## src/rtl/tof_mod_meas.sv

```systemverilog
// tof_mod_meas: measurement receiver for looped-back ToF modulation clocks.
// Measures DELAY, DUTY, PERIOD and pulse count of MODIN inside a VALID window.
//
// Ports:
//   CLKIN        system clock, rising edge
//   RST          asynchronous active-high reset
//   VALID        measurement window (asynchronous)
//   MODIN        modulation signal under test (asynchronous)
//   DELAY_MEAS   cycles from window start to first MODIN rise
//   DUTY_MEAS    high time of the first MODIN pulse
//   PERIOD_MEAS  cycles between first and second MODIN rise
//   PULSE_CNT    MODIN rising edges inside the window
//   STATUS       [0] no edge, [1] no second edge, [2] first pulse truncated
//   DONE         one-cycle pulse after the results update
//   PERIOD_MIN/PERIOD_MAX  only with TOF_MEAS_JITTER_EN defined:
//                min/max of every rise-to-rise interval in the window
module tof_mod_meas #(
    parameter int SYNC_STAGES = 2,
    parameter int CNT_W       = 32
) (
    input  logic             CLKIN,
    input  logic             RST,
    input  logic             VALID,
    input  logic             MODIN,
    output logic [CNT_W-1:0] DELAY_MEAS,
    output logic [CNT_W-1:0] DUTY_MEAS,
    output logic [CNT_W-1:0] PERIOD_MEAS,
    output logic [CNT_W-1:0] PULSE_CNT,
`ifdef TOF_MEAS_JITTER_EN
    output logic [CNT_W-1:0] PERIOD_MIN,
    output logic [CNT_W-1:0] PERIOD_MAX,
`endif
    output logic [2:0]       STATUS,
    output logic             DONE
);

    localparam int NS = (SYNC_STAGES < 2) ? 2 : SYNC_STAGES;

    localparam logic [1:0] IDLE       = 2'd0;
    localparam logic [1:0] WAIT_EDGE  = 2'd1;
    localparam logic [1:0] FIRST_HIGH = 2'd2;
    localparam logic [1:0] MEASURE    = 2'd3;

    localparam logic [CNT_W-1:0] ONE = CNT_W'(1);

    function automatic logic [CNT_W-1:0] sat_inc(input logic [CNT_W-1:0] x);
        return (&x) ? x : x + ONE;
    endfunction

    logic [NS-1:0]    v_sync, m_sync;
    logic             v_s, m_s, v_d, m_d;
    logic             vr, vf, mr;

    logic [1:0]       state;
    logic [CNT_W-1:0] dly_cnt, duty_cnt, per_cnt, pulse_cnt;
    logic             have_per;
    logic             fin, done_pend;

    logic [CNT_W-1:0] fin_dly, fin_duty, fin_per, fin_pulse;
    logic [2:0]       fin_stat;

    // Both inputs share the same chain depth so their relative timing holds.
    always_ff @(posedge CLKIN or posedge RST) begin
        if (RST) begin
            v_sync <= '0;
            m_sync <= '0;
            v_d    <= 1'b0;
            m_d    <= 1'b0;
        end else begin
            v_sync <= {v_sync[NS-2:0], VALID};
            m_sync <= {m_sync[NS-2:0], MODIN};
            v_d    <= v_s;
            m_d    <= m_s;
        end
    end

    assign v_s = v_sync[NS-1];
    assign m_s = m_sync[NS-1];
    assign vr  = v_s & ~v_d;
    assign vf  = ~v_s & v_d;
    assign mr  = m_s & ~m_d;

    assign fin = vf && (state != IDLE);

    // Counters stop once their quantity is known, so they double as the
    // latched results until the window closes.
    always_ff @(posedge CLKIN or posedge RST) begin
        if (RST) begin
            state     <= IDLE;
            dly_cnt   <= '0;
            duty_cnt  <= '0;
            per_cnt   <= '0;
            pulse_cnt <= '0;
            have_per  <= 1'b0;
        end else begin
            case (state)
                IDLE: begin
                    if (vr) begin
                        dly_cnt   <= '0;
                        duty_cnt  <= '0;
                        per_cnt   <= '0;
                        pulse_cnt <= '0;
                        have_per  <= 1'b0;
                        if (mr) begin
                            duty_cnt  <= ONE;
                            per_cnt   <= ONE;
                            pulse_cnt <= ONE;
                            state     <= FIRST_HIGH;
                        end else begin
                            dly_cnt <= ONE;
                            state   <= WAIT_EDGE;
                        end
                    end
                end
                WAIT_EDGE: begin
                    if (vf) begin
                        state <= IDLE;
                    end else if (mr) begin
                        duty_cnt  <= ONE;
                        per_cnt   <= ONE;
                        pulse_cnt <= ONE;
                        state     <= FIRST_HIGH;
                    end else begin
                        dly_cnt <= sat_inc(dly_cnt);
                    end
                end
                FIRST_HIGH: begin
                    if (vf) begin
                        state <= IDLE;
                    end else begin
                        per_cnt <= sat_inc(per_cnt);
                        if (m_s) begin
                            duty_cnt <= sat_inc(duty_cnt);
                        end else begin
                            state <= MEASURE;
                        end
                    end
                end
                MEASURE: begin
                    if (vf) begin
                        state <= IDLE;
                    end else begin
                        if (mr) begin
                            pulse_cnt <= sat_inc(pulse_cnt);
                            have_per  <= 1'b1;
                        end
                        if (!have_per && !mr) begin
                            per_cnt <= sat_inc(per_cnt);
                        end
                    end
                end
                default: state <= IDLE;
            endcase
        end
    end

    always_comb begin
        fin_dly   = dly_cnt;
        fin_duty  = duty_cnt;
        fin_per   = '0;
        fin_pulse = pulse_cnt;
        fin_stat  = 3'b000;
        case (state)
            WAIT_EDGE: begin
                fin_dly   = '0;
                fin_duty  = '0;
                fin_pulse = '0;
                fin_stat  = 3'b001;
            end
            FIRST_HIGH: begin
                fin_stat = 3'b110;
            end
            MEASURE: begin
                fin_per  = have_per ? per_cnt : '0;
                fin_stat = have_per ? 3'b000 : 3'b010;
            end
            default: ;
        endcase
    end

    always_ff @(posedge CLKIN or posedge RST) begin
        if (RST) begin
            DELAY_MEAS  <= '0;
            DUTY_MEAS   <= '0;
            PERIOD_MEAS <= '0;
            PULSE_CNT   <= '0;
            STATUS      <= 3'b000;
            done_pend   <= 1'b0;
            DONE        <= 1'b0;
        end else begin
            done_pend <= fin;
            DONE      <= done_pend;
            if (fin) begin
                DELAY_MEAS  <= fin_dly;
                DUTY_MEAS   <= fin_duty;
                PERIOD_MEAS <= fin_per;
                PULSE_CNT   <= fin_pulse;
                STATUS      <= fin_stat;
            end
        end
    end

`ifdef TOF_MEAS_JITTER_EN
    logic [CNT_W-1:0] iv_cnt, pmin, pmax;

    // iv_cnt counts cycles since the most recent MODIN rise.
    always_ff @(posedge CLKIN or posedge RST) begin
        if (RST) begin
            iv_cnt     <= '0;
            pmin       <= '0;
            pmax       <= '0;
            PERIOD_MIN <= '0;
            PERIOD_MAX <= '0;
        end else begin
            if (fin) begin
                PERIOD_MIN <= (state == MEASURE && have_per) ? pmin : '0;
                PERIOD_MAX <= (state == MEASURE && have_per) ? pmax : '0;
            end
            case (state)
                IDLE:       iv_cnt <= ONE;
                WAIT_EDGE:  iv_cnt <= ONE;
                FIRST_HIGH: begin
                    if (!vf) iv_cnt <= sat_inc(iv_cnt);
                end
                MEASURE: begin
                    if (!vf) begin
                        if (mr) begin
                            iv_cnt <= ONE;
                            if (!have_per || iv_cnt < pmin) pmin <= iv_cnt;
                            if (!have_per || iv_cnt > pmax) pmax <= iv_cnt;
                        end else begin
                            iv_cnt <= sat_inc(iv_cnt);
                        end
                    end
                end
                default: ;
            endcase
        end
    end
`endif

endmodule

```

## config.mk

```make
export PLATFORM = sky130hd
export DESIGN_NAME = tof_mod_meas
export DESIGN_NICKNAME = d
export VERILOG_FILES = /design/src/rtl/tof_mod_meas.sv
export SDC_FILE = /design/constraint.sdc
export NUM_CORES = 1
export LEC_CHECK = 0
export BUFFER_PORTS_ARGS = -buffer_cell sky130_fd_sc_hd__buf_2
export CORE_MARGIN = 2
export CORE_UTILIZATION = 30
export CTS_BUF_LIST = sky130_fd_sc_hd__clkbuf_16
export CTS_CLUSTER_DIAMETER = 200
export DETAILED_ROUTE_END_ITERATION = 10
export GPL_ROUTABILITY_DRIVEN = 1
export HOLD_SLACK_MARGIN = 0.08
export PLACE_DENSITY_LB_ADDON = 0.2
export SYNTH_ARGS = -nofsm -noshare
export SYNTH_HDL_FRONTEND = slang
export SYNTH_SLANG_ARGS = --single-unit
```

## constraint.sdc

```tcl
create_clock -name CLKIN -period 22.3 [get_ports CLKIN]
set_input_delay 2.23 -clock CLKIN [delete_from_list [all_inputs] [get_ports CLKIN]]
set_output_delay 2.23 -clock CLKIN [all_outputs]
set_load 0.02 [all_outputs]
```

### Word level (Yosys, flattened, before mapping)

Cells that the tools add are included.

| word-level totals | value |
|---|---|
| register bits after elaboration | 270 |
| output and inout port bits | 132 |

| cells by class | value |
|---|---|
| add/sub/neg operators | 4 |
| equality and inequality tests | 18 |
| multiplexer cells | 42 |
| bitwise gates (word level) | 6 |
| reduce and logical (&&, ||, !) cells | 20 |

Operators by type and width:

| cell | count |
|---|---|
| two-way mux 32 bit | 22 |
| one-hot mux 32 bit (3 select lines) | 2 |
| adder 32 x 1 -> 32 bit, second input constant | 4 |
| one-hot mux 32 bit (4 select lines) | 1 |
| AND reduction 32 bit | 4 |
| one-hot mux 32 bit (2 select lines) | 1 |
| inequality test 2 bit, second input constant | 13 |
| two-way mux 2 bit | 8 |
| AND reduction 7 bit | 2 |
| one-hot mux 3 bit (3 select lines) | 1 |
| one-hot mux 2 bit (4 select lines) | 1 |
| AND reduction 4 bit | 2 |
| inequality test 3 bit, second input constant | 2 |
| AND reduction 6 bit | 1 |
| nonzero test 2 bit | 3 |
| nonzero test 3 bit | 2 |
| two-way mux 1 bit | 5 |
| AND reduction 5 bit | 1 |
| == test 2 bit, second input constant | 2 |
| bitwise AND 1 bit | 3 |
| NOT 1 bit | 3 |
| == test 2 x 1 -> 1 bit, second input constant | 1 |
| logical AND 1 bit | 2 |
| logical NOT 1 bit | 2 |
| 2 further kinds | 2 |

### Logic depth before layout (Yosys ltp)

Gate-level depths: netlist of the first run.

| depth | value |
|---|---|
| depth in word-level cells | 7 |
| mapped depth | 10 |
| gate-level depth less buffers | 7 |

### Least setup slack after synthesis of the first run

No wires, ideal clock.

| timing | value |
|---|---|
| path kind | register -> output |
| from | register DELAY_MEAS[0] |
| to | output port DELAY_MEAS[0] |
| arrival time | 425 ps |
| data required time | 20070 ps |
| path slack | 19645 ps |
| stages on the path, launching flop included | 1 |
| buffers on the path | 0 |
| cells stage by stage | dfrtp_1 |

RTL lines:

| item | line | text |
|---|---|---|
| start, declared | 25 | `output logic [CNT_W-1:0] DELAY_MEAS,` |
| start signal, assigned | 194 | `DELAY_MEAS <= fin_dly;` |

No word-level cell between the ends.

### Worst setup path after layout of the first run

| timing | value |
|---|---|
| from | register state[1] |
| to | register per_cnt[7] |

| between the ends | value |
|---|---|
| word-level cells in the longest chain between the ends | 3 |
| elaborated cells on any way between the ends | 12 |
| classes of those cells | eq/ne (9); mux (1); reduce/logical (2) |

Ends and longest elaborated chain:

| item | line | text |
|---|---|---|
| start, declared | 54 | `logic [1:0] state;` |
| start signal, assigned | 89 | `state <= IDLE;` |
| start signal, assigned | 108 | `state <= FIRST_HIGH;` |
| start signal, assigned | 111 | `state <= WAIT_EDGE;` |
| == test 2 bit, or another cell as far along | 96 | `case (state)` |
| inequality test 2 bit (no line) | - |  |
| AND reduction 6 bit (no line) | - |  |
| end signal, assigned | 131 | `per_cnt <= sat_inc(per_cnt);` |
| end signal, assigned | 148 | `per_cnt <= sat_inc(per_cnt);` |
| end, declared | 55 | `logic [CNT_W-1:0] dly_cnt, duty_cnt, per_cnt, pulse_cnt;` |

Parallel ways exist; a longest one is shown, timed or not.
A chain may end at the register's enable or synchronous reset.

==> results of run 1 <==
==> worst register-to-register path, stage by stage, from the launching register on <==
cell and delay [ns]:
dfrtp_1 0.50, inv_1 0.11, ha_2 0.53, inv_2 0.43, buf_4 0.65, o2111ai_2 0.27
buf_4 0.29, nand3b_1 0.94, o41ai_1 0.63
==> through the flow <==
step / worst slack (ns) / hold slack (ns)
after floorplan: 12.63 / 0.3312
after global placement: 17.90 / 0.3362
after detailed placement: 17.85 / 0.3418
after CTS: 17.79 / 0.3556
after global routing: 17.44 / 0.3667
final: 17.82 / 0.3520
==> cell usage after synthesis, types with 6 or more instances <==
cell	instances	area (um^2)
or3_1	13	81.33
dfrtp_1	270	6756
a31oi_1	39	244.0
nand4_1	45	281.5
a41oi_1	13	113.9
o311ai_0	6	52.55
and3_1	19	118.9
nand3_1	93	465.5
buf_2	10	50.05
and2_1	12	75.07
o211ai_1	7	52.55
or2_2	6	37.54
nor3_1	27	135.1
inv_1	33	123.9
o31ai_1	127	953.4
clkbuf_1	110	412.9
mux2i_1	8	80.08
o21ai_0	120	600.6
o41ai_1	15	131.4
a21oi_1	25	125.1
nand2_1	318	1194
nand2b_1	16	100.1
and4_1	6	52.55
or4_1	10	75.07
o221ai_1	10	87.58
ha_1	10	125.1
a211oi_1	9	67.56
nor2_1	53	198.9
nor4_1	19	118.9
==> flip-flops by register name (all words and copies together), names as in the netlist, 2 cells and up <==
signal / count
pulse_cnt: 32
DUTY_MEAS: 32
STATUS: 3
state: 2
per_cnt: 32
DELAY_MEAS: 32
PULSE_CNT: 32
v_sync: 2
dly_cnt: 32
duty_cnt: 32
m_sync: 2
PERIOD_MEAS: 32
==> routing by layer <==
| metal | vias to the layer above | GRT usage [%] | part of all wire [%] |
|---|---|---|---|
| li1 | 5800 | - | - |
| met1 | 5912 | 23.05 | 47 |
| met2 | 237 | 27.23 | 47 |
| met3 | 46 | 2.566 | 4.1 |
| met4 | 0 | 4.717 | 1.8 |
| met5 | - | 0 | 0 |
==> power groups by stage <==
stage / combinational, uW / sequential (uW) / clock, uW
2_1_floorplan: 233 / 541 / 0
4_1_cts: 331 / 531 / 502
3_3_place_gp: 327 / 539 / 0
3_5_place_dp: 330 / 540 / 0
6_report: 327 / 531 / 486
5_1_grt: 366 / 533 / 524
==> logic make-up (layout without fill, tap and decap cells) <==
| family | after synthesis | in the layout | synth area share, % |
|---|---|---|---|
| AND/OR/NAND/NOR | 660 | 660 | 22.97 |
| AO/OA/AOI/OAI | 428 | 428 | 21.11 |
| flip-flops | 270 | 270 | 49.22 |
| buffers and inverters | 165 | 244 | 4.813 |
| multiplexers | 12 | 12 | 0.9115 |
| adder cells (fa/ha/maj) | 10 | 10 | 0.9115 |
| XOR/XNOR | 1 | 1 | 0.06382 |
==> cell type report <==
| type | instances | area [um^2] |
|---|---|---|
| fillers | 4767 | 29530 |
| flip-flops and latches | 270 | 6756 |
| multi-input cells | 1111 | 6345 |
| repair buffers | 154 | 818.3 |
| clock buffers | 31 | 775.7 |
| well taps | 600 | 750.7 |
| clock inverters | 25 | 175.2 |
| inverters | 34 | 135.1 |
==> path summary, 6_finish.rpt <==
| check | start | slack (ns) | endpoint |
|---|---|---|---|
| setup / recovery | state[1]$_DFFE_PP0P_ | 17.82 | per_cnt[7]$_DFFE_PP0P_ |
| hold / removal | m_sync[0]$_DFF_PP0_ | 0.35 | m_sync[1]$_DFF_PP0_ |
| setup reg to reg | state[1]$_DFFE_PP0P_ | 17.82 | per_cnt[7]$_DFFE_PP0P_ |
| hold reg to reg | m_sync[0]$_DFF_PP0_ | 0.35 | m_sync[1]$_DFF_PP0_ |
| max in group asynchronous | RST | 18.85 | DUTY_MEAS[0]$_DFFE_PP0P_ |
| min in group asynchronous | RST | 1.84 | DELAY_MEAS[14]$_DFFE_PP0P_ |
==> results_dict.tcl, run 1 <==
set metrics [dict create \
    p_seq_share_pct 39.5 \
    wl_per_cell_um 17.96 \
    htreeDepth 1 \
    die-height_um 217.9 \
    ant_nets 0 \
    setup_violations 0 \
    grt_pass1_vias 11810 \
    cts_hold_buf 0 \
    wl_um 39970 \
    cellPowerDensity_nw_per_um2 85.23 \
    hpwlAfterDp_um 25970 \
    post-place-cells 2169 \
    max-vdd-ir-drop_v 0.00005454 \
    comb_power_share_pct 24.3 \
    p_switching_uw 480.1 \
    core_um2 45280 \
    placed_area_um2 14810 \
    max_cap_violations 0 \
    grt_max_degree 132 \
    period_share_pct 20.08 \
    cts_setup_buffers 0 \
    vias 12000 \
    crit_buf_inv 4 \
    ys_warn_count 0 \
    layout_common_cells "nand2_1 (318), dfrtp_1 (270), buf_2 (135), o31ai_1 (127), o21ai_0 (120)" \
    io_pins 136 \
    p_total_uw 1343 \
    initial_core_util_pct 30.31 \
    worstHoldPathType "register to register" \
    start_kind "register" \
    max_stage_delay_ns 0.93 \
    path_cells "inv_1 -> ha_2 -> inv_2 -> buf_4 -> o2111ai_2 -> buf_4 -> nand3b_1 -> o41ai_1" \
    initialDrtViolationCount 828 \
    min_delay_path_depth 0 \
    cts_made_buffers 31 \
    grt_usage_pct 16.73 \
    slew_viol_final 0 \
    final_area_um2 15760 \
    final_common_cell "nand2_1" \
    ys.flop_type "dfrtp_1" \
    antenna_found_initial 0 \
    antenna_cells 0 \
    cts_resized 0 \
    critPathCaptureType "register" \
    ys_types 73 \
    netlist_area_um2 13730 \
    dieWidth_um 217.9 \
    pwr-share-clk_pct 36.2 \
    postLayoutCoreUtil_pct 34.80 \
    grt_overflow 0 \
    clock-sinks 270 \
    syn-instance-count 1546 \
    outcome "completed" \
    place_congestion 0.8050 \
    worst_slew_pin_slew_ns 1.264 \
    p_int_uw 862.8 \
    die_area_um2 47480 \
    finalNetCount 1616 \
    synth_nets 1560 \
    finalNonFillerCells 2225 \
    cp_num_cells 8 \
    hold_violations 0 \
    cts_tree "done" \
    p_sw_share_pct 35.75 \
    ys_seq_area_share_pct 49.22 \
    drive_gt1_share_pct 14.28 \
    skew_ns 0.01953 \
    async_reset_ff_share_pct 100.0 \
    areaGrowthSynthToFinish_pct 14.78 \
    cp.required_ns 22.74 \
    slowest_stage "nand3b_1" \
    path_common_cell "buf_4" \
    period_needed_ns 4.477 \
    clk_pin_slew_ns 0.06 \
    rsz0062_at_grt "false" \
    max_freq_mhz 223.4 \
    tns_ns 0 \
    grt_pass1_wl_um 65480 \
    leakage_uw 0.006850 \
    reg2regPathDepth 8 \
    cp_max_fo 73 \
    slew_headroom_pct 15.72 \
    clkLatencyLatePin_ns 0.58 \
    cp_top_family "buffers and inverters" \
    synth_edf_count 0 \
    root_buffer "clkbuf_16" \
    critical_path_class "register to register" \
    port_buffers 135 \
    cts_buffer_depth 3 \
    synth_seq_cells 270 \
    arrival_ns 4.91 \
    drc 0 \
    firstDrtPassIters 5 \
    syn-mean-instance-area_um2 8.879 \
    row_count 78 \
    via_per_inst 5.391 \
]
Power figures use the tool's default switching activity.
==> run 2, diff against run 1 <==
==> constraint.sdc (replaced) <==
create_clock -name CLKIN -period 3.6 [get_ports CLKIN]
set_input_delay 0.36 -clock CLKIN [delete_from_list [all_inputs] [get_ports CLKIN]]
set_output_delay 0.36 -clock CLKIN [all_outputs]
set_load 0.02 [all_outputs]
==> run 2 against run 1 <==
Total power rose to 6.5 times the previous value. Combinational power rose to 6.4 times the previous value. Hold slack worse by 0.0014 ns. Highest routed layer unchanged.
==> results_dict.tcl, run 2 (synthesis results as in run 1) <==
set metrics [dict create \
    outcome "completed" \
    start_kind "register" \
    worstHoldPathType "register to register" \
    cellPowerDensity_nw_per_um2 544.8 \
    port_buffers 135 \
    via_per_inst 5.430 \
    grt_overflow 0 \
    initialDrtViolationCount 1008 \
    clock-sinks 270 \
    hold_ws_ns 0.3506 \
    row_count 78 \
    slew_viol_final 0 \
    worst_slack_ns 0.5716 \
    p_sw_share_pct 34.90 \
    antenna_cells 0 \
    slew_headroom_pct 26.65 \
    hold_violations 0 \
    root_buffer "clkbuf_16" \
    cts_resized 0 \
    hpwlAfterDp_um 26060 \
    skew_ns 0.01099 \
    p_switching_uw 3048 \
    period_needed_ns 3.028 \
    drc 0 \
    finalNetCount 1633 \
    max_freq_mhz 330.2 \
    p_int_uw 5684 \
    wl_um 40200 \
    p_seq_share_pct 37.6 \
    path_cells "inv_1 -> ha_1 -> nand2_1 -> or4_1 -> and4b_1 -> or2_2 -> o21ai_0" \
    critPathCaptureType "register" \
    reg2regPathDepth 7 \
    cts_buffer_depth 3 \
    dieWidth_um 217.9 \
    leakage_uw 0.006977 \
    drive_gt1_share_pct 14.85 \
    max_stage_delay_ns 0.55 \
    rsz0062_at_grt "false" \
    antenna_found_initial 0 \
    cts_made_buffers 35 \
    htreeDepth 2 \
    pre_cts_slack_ns 0.5856 \
    vias 12180 \
    firstDrtPassIters 5 \
    clk_pin_slew_ns 0.06 \
    cp_max_fo 17 \
    comb_power_share_pct 23.9 \
    pwr-share-clk_pct 38.5 \
    clkLatencyLatePin_ns 0.54 \
    core_um2 45280 \
    wl_per_cell_um 17.92 \
    grt_max_degree 230 \
    place_congestion 0.8246 \
    min_delay_path_depth 0 \
    setup_violations 0 \
    layout_common_cells "nand2_1 (318), dfrtp_1 (270), buf_2 (135), o31ai_1 (127), o21ai_0 (120)" \
    io_pins 136 \
    die-height_um 217.9 \
    final_common_cell "nand2_1" \
    cts_tree "done" \
    areaGrowthSynthToFinish_pct 16.76 \
    max_cap_violations 0 \
    cp.required_ns 4.00 \
    initial_core_util_pct 30.31 \
    period_share_pct 84.12 \
    slowest_stage "or4_1" \
    max-vdd-ir-drop_v 0.0002834 \
    grt_usage_pct 17.01 \
    arrival_ns 3.43 \
    reg2reg_slack_ns 0.57 \
    critical_path_class "register to register" \
    ant_nets 0 \
    grt_pass1_vias 11900 \
    die_area_um2 47480 \
    grt_pass1_wl_um 65910 \
    worst_slew_pin_slew_ns 1.100 \
]
[run 2: cell count changes in the layout (fill, tap and decap cells not counted), moves of 3 or more]
cell / previous run / this run
buf_4: 19 / 26
clkbuf_16: 31 / 37
clkinv_1: 7 / 11
buf_12: 0 / 3
dlygate4sd3_1: 0 / 3
[run 2: area by class of cell]
cell class / count / area (um^2)
well taps: 600 / 750.7
flip-flops and latches: 270 / 6756
fillers: 4736 / 29260
repair buffers: 167 / 960.9
multi-input cells: 1111 / 6345
inverters: 34 / 131.4
clock buffers: 37 / 925.9
clock inverters: 24 / 157.7
[run 2: path summary, 6_finish.rpt]
path                                            from                   endpoint
worst min-delay path             v_sync[0]$_DFF_PP0_        v_sync[1]$_DFF_PP0_
worst max register to register  state[0]$_DFFE_PP0P_    duty_cnt[2]$_DFFE_PP0P_
worst min register to register   v_sync[0]$_DFF_PP0_        v_sync[1]$_DFF_PP0_
min in group asynchronous                        RST  DELAY_MEAS[4]$_DFFE_PP0P_
max in group asynchronous                        RST    duty_cnt[9]$_DFFE_PP0P_
worst max-delay path            state[0]$_DFFE_PP0P_    duty_cnt[2]$_DFFE_PP0P_
[run 2: critical path, delay by kind of cell, from the launching register on]
family | cells | cell delay (ns)
and+or+nand+nor | 4 | 1.63
adders and majority gates | 1 | 0.48
DFF | 1 | 0.44
buffers and inverters | 1 | 0.19
AOI/OAI and AO/OA | 1 | 0.15
[run 2: layer usage]
metal	vias up	global-route usage, %	share of wire (%)
met5	-	0	0
met4	0	6.961	3.0
met3	70	2.915	4.9
met2	313	27.04	47
met1	5950	22.93	45
li1	5846	-	-
[run 2: power by group through the flow]
stage | sequential [uW] | clock, uW | combinational (uW)
floorplan | 3350 | 0 | 1440
global placement | 3330 | 0 | 2080
detailed placement | 3340 | 0 | 2110
CTS | 3290 | 3460 | 2110
global route | 3300 | 3580 | 2320
finish | 3290 | 3360 | 2090
[run 2: through the flow]
step,util [%],std cells,power [uW],cell area (um^2),TNS [ns]
6_report,35.39,2243,8731,16030,0
5_1_grt,35.39,2243,9201,16030,0
4_1_cts,35.37,2242,8865,16020,0
3_5_place_dp,32.94,2179,5445,14910,0
3_3_place_gp,32.94,2179,5411,14910,0
2_1_floorplan,-,1546,4792,13730,-88.41
[run 2: timing repair]
item                                   in CTS  in global routing
hold buffers                                2                  1
buffers inserted                            0                  0
endpoints found under the hold margin       2                  1
